## src/rtl/alu_arbiter_pkg.sv

```systemverilog
// alu_arbiter_pkg: op-code constants and FSM state encoding shared by the arbiter and its ALU.
package alu_arbiter_pkg;
  typedef enum logic [2:0] {
    OP_NOP  = 3'b000,
    OP_ADD  = 3'b001,
    OP_AND  = 3'b010,
    OP_OR   = 3'b011,
    OP_XOR  = 3'b100,
    OP_SLT  = 3'b101,
    OP_MUL  = 3'b110,
    OP_PASS = 3'b111
  } op_e;
  typedef enum logic [1:0] {
    IDLE = 2'b00,
    EXEC = 2'b01,
    RESP = 2'b10
  } state_e;
endpackage

```

## src/rtl/alu_arbiter_alu.sv

```systemverilog
// alu_arbiter_alu: combinational ALU; add and multiply wrap modulo 2^WIDTH.
module alu_arbiter_alu
  import alu_arbiter_pkg::*;
#(
  parameter int WIDTH = 32
) (
  input  logic [2:0]       op,
  input  logic [WIDTH-1:0] a,
  input  logic [WIDTH-1:0] b,
  output logic [WIDTH-1:0] y
);
  always_comb begin
    y = '0;
    case (op_e'(op))
      OP_ADD:  y = a + b;
      OP_AND:  y = a & b;
      OP_OR:   y = a | b;
      OP_XOR:  y = a ^ b;
      OP_SLT:  y = WIDTH'(a < b);
      OP_MUL:  y = a * b;
      OP_PASS: y = a;
      default: y = '0;
    endcase
  end
endmodule

```

## src/rtl/alu_arbiter.sv

```systemverilog
// alu_arbiter: round-robin arbiter feeding two requesters into one shared ALU;
// one operation in flight, result held until the consumer accepts it.
module alu_arbiter
  import alu_arbiter_pkg::*;
#(
  parameter int WIDTH      = 32,
  parameter int MUL_CYCLES = 3
) (
  input  logic             clk,
  input  logic             rst_n,
  input  logic [1:0]       req_valid,
  output logic [1:0]       req_ready,
  input  logic [2:0]       req_op0,
  input  logic [2:0]       req_op1,
  input  logic [WIDTH-1:0] req_a0,
  input  logic [WIDTH-1:0] req_b0,
  input  logic [WIDTH-1:0] req_a1,
  input  logic [WIDTH-1:0] req_b1,
  output logic             rsp_valid,
  input  logic             rsp_ready,
  output logic             rsp_id,
  output logic [WIDTH-1:0] rsp_data,
  output logic             rsp_zero,
  output logic             busy,
  output logic [15:0]      done_cnt
);
  state_e           state_q, state_d;
  logic             ptr_q, ptr_d;
  logic             id_q, id_d;
  logic             rsp_zero_q, rsp_zero_d;
  logic [3:0]       cnt_q, cnt_d;
  logic [2:0]       op_q, op_d;
  logic [WIDTH-1:0] a_q, a_d, b_q, b_d;
  logic [WIDTH-1:0] rsp_data_q, rsp_data_d;
  logic [15:0]      done_cnt_q, done_cnt_d;
  logic [WIDTH-1:0] alu_y;
  alu_arbiter_alu #(.WIDTH(WIDTH)) u_alu (
    .op(op_q),
    .a (a_q),
    .b (b_q),
    .y (alu_y)
  );
  // A lone valid bit is already one-hot, so it doubles as the grant.
  always_comb begin
    req_ready  = (rst_n && state_q == IDLE) ?
                 (req_valid == 2'b11 ? (ptr_q ? 2'b10 : 2'b01) : req_valid) : 2'b00;
    state_d    = state_q;
    ptr_d      = ptr_q;
    id_d       = id_q;
    op_d       = op_q;
    a_d        = a_q;
    b_d        = b_q;
    cnt_d      = cnt_q;
    rsp_data_d = rsp_data_q;
    rsp_zero_d = rsp_zero_q;
    done_cnt_d = done_cnt_q;
    if (|req_ready) begin
      state_d = EXEC;
      id_d    = req_ready[1];
      ptr_d   = ~req_ready[1];
      op_d    = req_ready[1] ? req_op1 : req_op0;
      a_d     = req_ready[1] ? req_a1 : req_a0;
      b_d     = req_ready[1] ? req_b1 : req_b0;
      cnt_d   = op_d == OP_MUL ? 4'(MUL_CYCLES - 1) : 4'd0;
    end
    if (state_q == EXEC) begin
      if (cnt_q == 4'd0) begin
        state_d    = RESP;
        rsp_data_d = alu_y;
        rsp_zero_d = alu_y == '0;
      end else begin
        cnt_d = cnt_q - 4'd1;
      end
    end
    if (state_q == RESP && rsp_ready) begin
      state_d    = IDLE;
      done_cnt_d = done_cnt_q + 16'd1;
    end
  end
  always_ff @(posedge clk or negedge rst_n) begin
    if (!rst_n) begin
      state_q    <= IDLE;
      ptr_q      <= 1'b0;
      id_q       <= 1'b0;
      op_q       <= '0;
      a_q        <= '0;
      b_q        <= '0;
      cnt_q      <= '0;
      rsp_data_q <= '0;
      rsp_zero_q <= 1'b0;
      done_cnt_q <= '0;
    end else begin
      state_q    <= state_d;
      ptr_q      <= ptr_d;
      id_q       <= id_d;
      op_q       <= op_d;
      a_q        <= a_d;
      b_q        <= b_d;
      cnt_q      <= cnt_d;
      rsp_data_q <= rsp_data_d;
      rsp_zero_q <= rsp_zero_d;
      done_cnt_q <= done_cnt_d;
    end
  end
  assign rsp_valid = state_q == RESP;
  assign busy      = state_q != IDLE;
  assign rsp_id    = id_q;
  assign rsp_data  = rsp_data_q;
  assign rsp_zero  = rsp_zero_q;
  assign done_cnt  = done_cnt_q;
endmodule

```

## config.mk

```make
export PLATFORM = sky130hd
export DESIGN_NAME = alu_arbiter
export DESIGN_NICKNAME = d
export VERILOG_FILES = /design/src/rtl/alu_arbiter_pkg.sv /design/src/rtl/alu_arbiter_alu.sv /design/src/rtl/alu_arbiter.sv
export SDC_FILE = /design/constraint.sdc
export NUM_CORES = 2
export LEC_CHECK = 0
export CAP_MARGIN = 20
export CELL_PAD_IN_SITES_DETAIL_PLACEMENT = 0
export CELL_PAD_IN_SITES_GLOBAL_PLACEMENT = 2
export CORE_ASPECT_RATIO = 1.2
export CORE_MARGIN = 10
export CORE_UTILIZATION = 41
export CTS_BUF_LIST = sky130_fd_sc_hd__clkbuf_8 sky130_fd_sc_hd__clkbuf_16
export DETAILED_ROUTE_END_ITERATION = 10
export PLACE_DENSITY = 0.88
export SLEW_MARGIN = 20
export SYNTH_ARGS = -nofsm -noshare
export SYNTH_HDL_FRONTEND = slang
export SYNTH_SLANG_ARGS = --single-unit
```

## constraint.sdc

```tcl
create_clock -name clk -period 12.2 [get_ports clk]
set_clock_uncertainty 0.05 [all_clocks]
set_input_delay 3.66 -clock clk [delete_from_list [all_inputs] [get_ports clk]]
set_output_delay 3.66 -clock clk [all_outputs]
set_load 0.02 [all_outputs]
```

## Word-level counts from Yosys, hierarchy flattened

Index checks and enable logic that the tools add are counted.
Widths: inputs -> output; s select.

| word-level totals | value |
|---|---|
| register bits | 124 |
| bits of input ports | 139 |
| output and inout port bits | 54 |

| operators by class | value |
|---|---|
| $add $sub $neg | 3 |
| $mul | 1 |
| $lt $le $gt $ge | 1 |
| eq/ne operators | 11 |
| multiplexer cells | 15 |
| bitwise gates (word level) | 4 |
| reduce and logical (&&, ||, !) cells | 8 |

Operator list:

| kind | number |
|---|---|
| $pmux 32 s7 | 1 |
| $mux 32 | 2 |
| $add 32x32->32 | 1 |
| $and 32x32->32 | 1 |
| $logic_not 32->1 | 1 |
| $lt 32x32->1 | 1 |
| $mul 32x32->32 | 1 |
| $or 32x32->32 | 1 |
| $xor 32x32->32 | 1 |
| $add 16x1->16 const B | 1 |
| $mux 2 | 8 |
| $eq 3x3->1 const B | 5 |
| $mux 4 | 3 |
| $eq 3x2->1 const B | 2 |
| $eq 2x2->1 const B | 2 |
| $logic_not 4->1 | 1 |
| $sub 4x1->4 const B | 1 |
| $eq 3x1->1 const B | 1 |
| $mux 3 | 1 |
| $eq 2x1->1 const B | 1 |
| $logic_and 1x1->1 | 2 |
| $logic_not 2->1 | 1 |
| $reduce_and 2->1 | 1 |
| $reduce_bool 2->1 | 1 |
| 2 further kinds | 2 |

## Depth between registers and ports, before layout

| logic depth | value |
|---|---|
| word-level depth | 9 |
| gate-level depth with buffers | 32 |
| mapped depth without buffers | 28 |

## By module

From an unflattened synthesis, not the netlist that was laid out.

| unflattened totals | value |
|---|---|
| cells, all modules | 2801 |
| area total of the unflattened synthesis | 24309.6 µm² |

By module, submodules not included:

| module | instances | cells an instance | area each (µm²) | seq. area each (µm²) |
|---|---|---|---|---|
| alu_arbiter_alu | 1 | 2325 | 19008.2 | 0.0 |
| alu_arbiter | 1 | 476 | 5301.3 | 3103.0 |

## Worst setup path before layout

OpenSTA, ideal clock, no wires.

| timing | value |
|---|---|
| path type | input to output |
| start point | in req_valid[0] |
| end point | out req_ready[1] |
| data arrival time | 4.619 ns |
| data required time | 8.490 ns |
| slack | 3.871 ns |
| cell stages on the path | 4 |
| buffers on the path | 2 |
| path through | inv_1 -> o2111a_1 -> clkbuf_1 -> buf_1 |

| between the ends | value |
|---|---|
| cells in the longest elaborated chain, start to end | 3 |

Ends and longest elaborated chain:

| element | RTL line | text |
|---|---|---|
| start: declaration | alu_arbiter.sv:11 | `input logic [1:0] req_valid,` |
| $eq 2x2->1 | alu_arbiter.sv:46 | `(req_valid == 2'b11 ? (ptr_q ? 2'b10 : 2'b01) : req_valid) : 2'b00;` |
| $mux 2 | alu_arbiter.sv:46 |  |
| $mux 2 | alu_arbiter.sv:45 | `req_ready = (rst_n && state_q == IDLE) ?` |
| end: declaration | alu_arbiter.sv:12 | `output logic [1:0] req_ready,` |

No other way between the ends.

## Final worst setup path

| timing | value |
|---|---|
| start point | in rst_n |
| end point | out req_ready[0] |

| between the ends | value |
|---|---|
| cells in the longest elaborated chain, start to end | 2 |

Ends and longest elaborated chain:

| element | RTL line | text |
|---|---|---|
| start: declaration | alu_arbiter.sv:10 | `input logic rst_n,` |
| $logic_and 1x1->1 | alu_arbiter.sv:45 |  |
| $mux 2 | alu_arbiter.sv:45 |  |

No other way between the ends.

==> impl_metrics.ini <==
[status]
status = completed

[clocking]
cts_sinks = 124
cts_hold_buffers = 0
cts_tree = built
cts_buffers = 17
cts-root-buf = clkbuf_16
htreeDepth = 4
insertion_delay_ns = 0.46
cts_resized = 0
clockBufferDepth = 2
path_clk_slew_ns = 0.06
post-cts-setup-buffers = 0

[drt]
vias = 22100
ant_nets = 0
wl_um = 101000
drc = 0
first_pass_iters = 5
drt_iter0_markers = 1814
vias_per_cell = 5.73
wl_per_cell_um = 26.1

[synthesis]
ys_warn_count = 0
synth.yosys.seq_area_share_pct = 12.4
ys.flop_type = dfrtp_1
syn-instance-count = 2938
mappedNetlistNets = 3707
synth_edf_count = 0
avgSynthCellArea_um2 = 8.54
synth_cell_types = 84
synthArstFlopShare_pct = 100
ys_seq_elements = 124
syn_area_um2 = 25100

[floorplanning]
design.portCount = 193
core-area_um2 = 60700
die-height_um = 291
die_area_um2 = 71600
die_x_um = 246
std_cell_rows = 99
start_util_pct = 41.4

[sta]
fmax_ghz = 0.105
setup_ws_ns = 2.67
slew_headroom_pct = 25.0
final.setup.tns_ns = 0
setup_viol = 0
hold_viol = 0
min_period_ns = 9.53
rsz0062_at_grt = no
slew_violations = 0
finalCritPeriodShare_pct = 78.1
tightestPinTransition_ns = 1.12

[power_and_ir_drop]
ir_drop_mv = 0.0663
power.density_nw_per_um2 = 36.8
cellLeakagePower_nw = 13.6

[layout]
nets = 3796
diodes = 0
multiInputGateArea_um2 = 19600
layout_common_cells = inv_1, fa_1, nor2_1
areaGrowthSynthToFinish_pct = 13.0
seq_area_um2 = 3110
fill_cells = 6028
drive_above_1_share_pct = 4.11
layout_commonest_cell = inv_1
finalNonFillerCells = 3848

[grt]
grt_max_degree = 86
grt_antenna_before_repair = 1
grt_pass1_wl_um = 151000
grt_overflow = 0
grt_pass1_vias = 23600
track_usage_pct = 28.2

[min_path]
hp-class = reg2reg

[critical_path]
path_max_fanout = 68
path_cells = buf_6 -> nand3_1 -> a21oi_4 -> buf_4 -> clkdlybuf4s50_1
required_ns = 8.49
cpPeakStageDelay_ns = 0.74
crit_type = in2out
cp-start-kind = primary input
crit_slowest_cell = clkdlybuf4s50_1
cp-end-kind = primary output
worstPathArrival_ns = 5.82

[place]
numPortBuffers = 192
dp.cells = 3816
hpwl_um = 80100
post-place-ws_ns = 2.61
gp_congestion = 0.969

[run]
maxCapViolations = 0
final cells by class:
class / instances / share of cell area [%]
inverter: 483 / 6.39
sequential: 124 / 10.9
multi-input combinational: 2164 / 69.0
timing repair buffer: 237 / 7.97
clock inverter: 15 / 0.670
tap: 808 / 3.56
clock buffer: 17 / 1.50
Yosys cell counts, types with 6 or more instances:
master / n / area [um2]
o221ai_1: 6 / 52.6
xnor2_1: 69 / 604
a221o_1: 55 / 551
inv_1: 469 / 1760
a31oi_1: 14 / 87.6
ha_1: 221 / 2770
o21a_1: 10 / 75.1
a22o_1: 9 / 78.8
o22ai_1: 8 / 50.1
o21ai_0: 90 / 450
and3_1: 18 / 113
nand2b_1: 17 / 106
buf_1: 24 / 90.1
nor2b_1: 15 / 93.8
o211ai_1: 15 / 113
buf_2: 13 / 65.1
nand4_1: 15 / 93.8
mux2_2: 16 / 180
fa_1: 409 / 8190
mux2i_1: 27 / 270
xor2_1: 29 / 254
or3_1: 7 / 43.8
nor2_1: 385 / 1450
a221oi_1: 9 / 78.8
nand2_1: 330 / 1240
a21oi_1: 87 / 435
nor4_1: 15 / 93.8
clkinv_1: 9 / 33.8
a21o_1: 22 / 165
dfrtp_1: 124 / 3100
clkbuf_1: 128 / 480
nor3_1: 78 / 390
o21bai_1: 7 / 52.6
o31ai_1: 11 / 82.6
a22oi_1: 15 / 113
a211oi_1: 22 / 165
nand3_1: 33 / 165
registers in the layout, indices dropped and copies added (netlist names), 2 cells and up:
register  cells
state_q       2
a_q          32
cnt_q         4
b_q          32
done_cnt     16
op_q          3
rsp_data     32
routing by layer:
metal | share of wire, % | vias to the layer above | wire length (um) | GRT usage, %
met2 | 47 | 1057 | 47600 | 46.2
met3 | 7.7 | 249 | 7730 | 5.20
met4 | 6.8 | 2 | 6810 | 16.5
li1 | - | 9627 | - | -
met5 | 0.0080 | - | 8 | 0
met1 | 38 | 11100 | 38500 | 34.2
cell families after synthesis:
family	after synthesis	synth area share [%]
adders and majority gates	630	43.6
xor gates and xnor gates	98	3.42
DFF	124	12.4
muxes	46	2.02
and+or+nand+nor	949	16.2
buffers and inverters	650	9.83
AOI/OAI and AO/OA	441	12.5
critical path, delay by kind of cell:
kind | cells | cell delay [ns]
buf+inv | 3 | 1.72
simple gates | 1 | 0.25
compound gates | 1 | 0.16
worst paths after layout:
path / start / slack, ns / cells after the start / to
hold / removal: rsp_data[23]$_DFFE_PN0P_ / 0.43 / 1 / rsp_data[23]$_DFFE_PN0P_
setup reg to reg: b_q[6]$_DFFE_PN0P_ / 3.12 / 25 / rsp_zero$_DFFE_PN0P_
min in group asynchronous: rst_n / 3.14 / 1 / rsp_id$_DFFE_PN0P_
setup / recovery: rst_n / 2.67 / 5 / req_ready[0]
hold reg to reg: rsp_data[23]$_DFFE_PN0P_ / 0.43 / 1 / rsp_data[23]$_DFFE_PN0P_
max in group asynchronous: rst_n / 7.61 / 2 / b_q[18]$_DFFE_PN0P_
power by group:
group          leakage [nW]  internal, mW  switching [mW]
registers              1.42         0.411               0
clock network         0.306         0.313           0.263
logic                  11.8        0.0391          0.0187
per-stage QoR:
| step | area, um2 | utilization (%) | power, mW | hold slack (ns) |
|---|---|---|---|---|
| after detailed placement | 27700 | 45.7 | 0.477 | 0.419 |
| after CTS | 28400 | 46.7 | 1.06 | 0.438 |
| final | 28400 | 46.7 | 1.05 | 0.434 |
| after floorplan | 25100 | - | 0.419 | 0.415 |
| after global placement | 27700 | 45.7 | 0.476 | 0.412 |
| after global routing | 28400 | 46.7 | 1.07 | 0.462 |
Note: power is estimated with default switching activity, not from simulation.
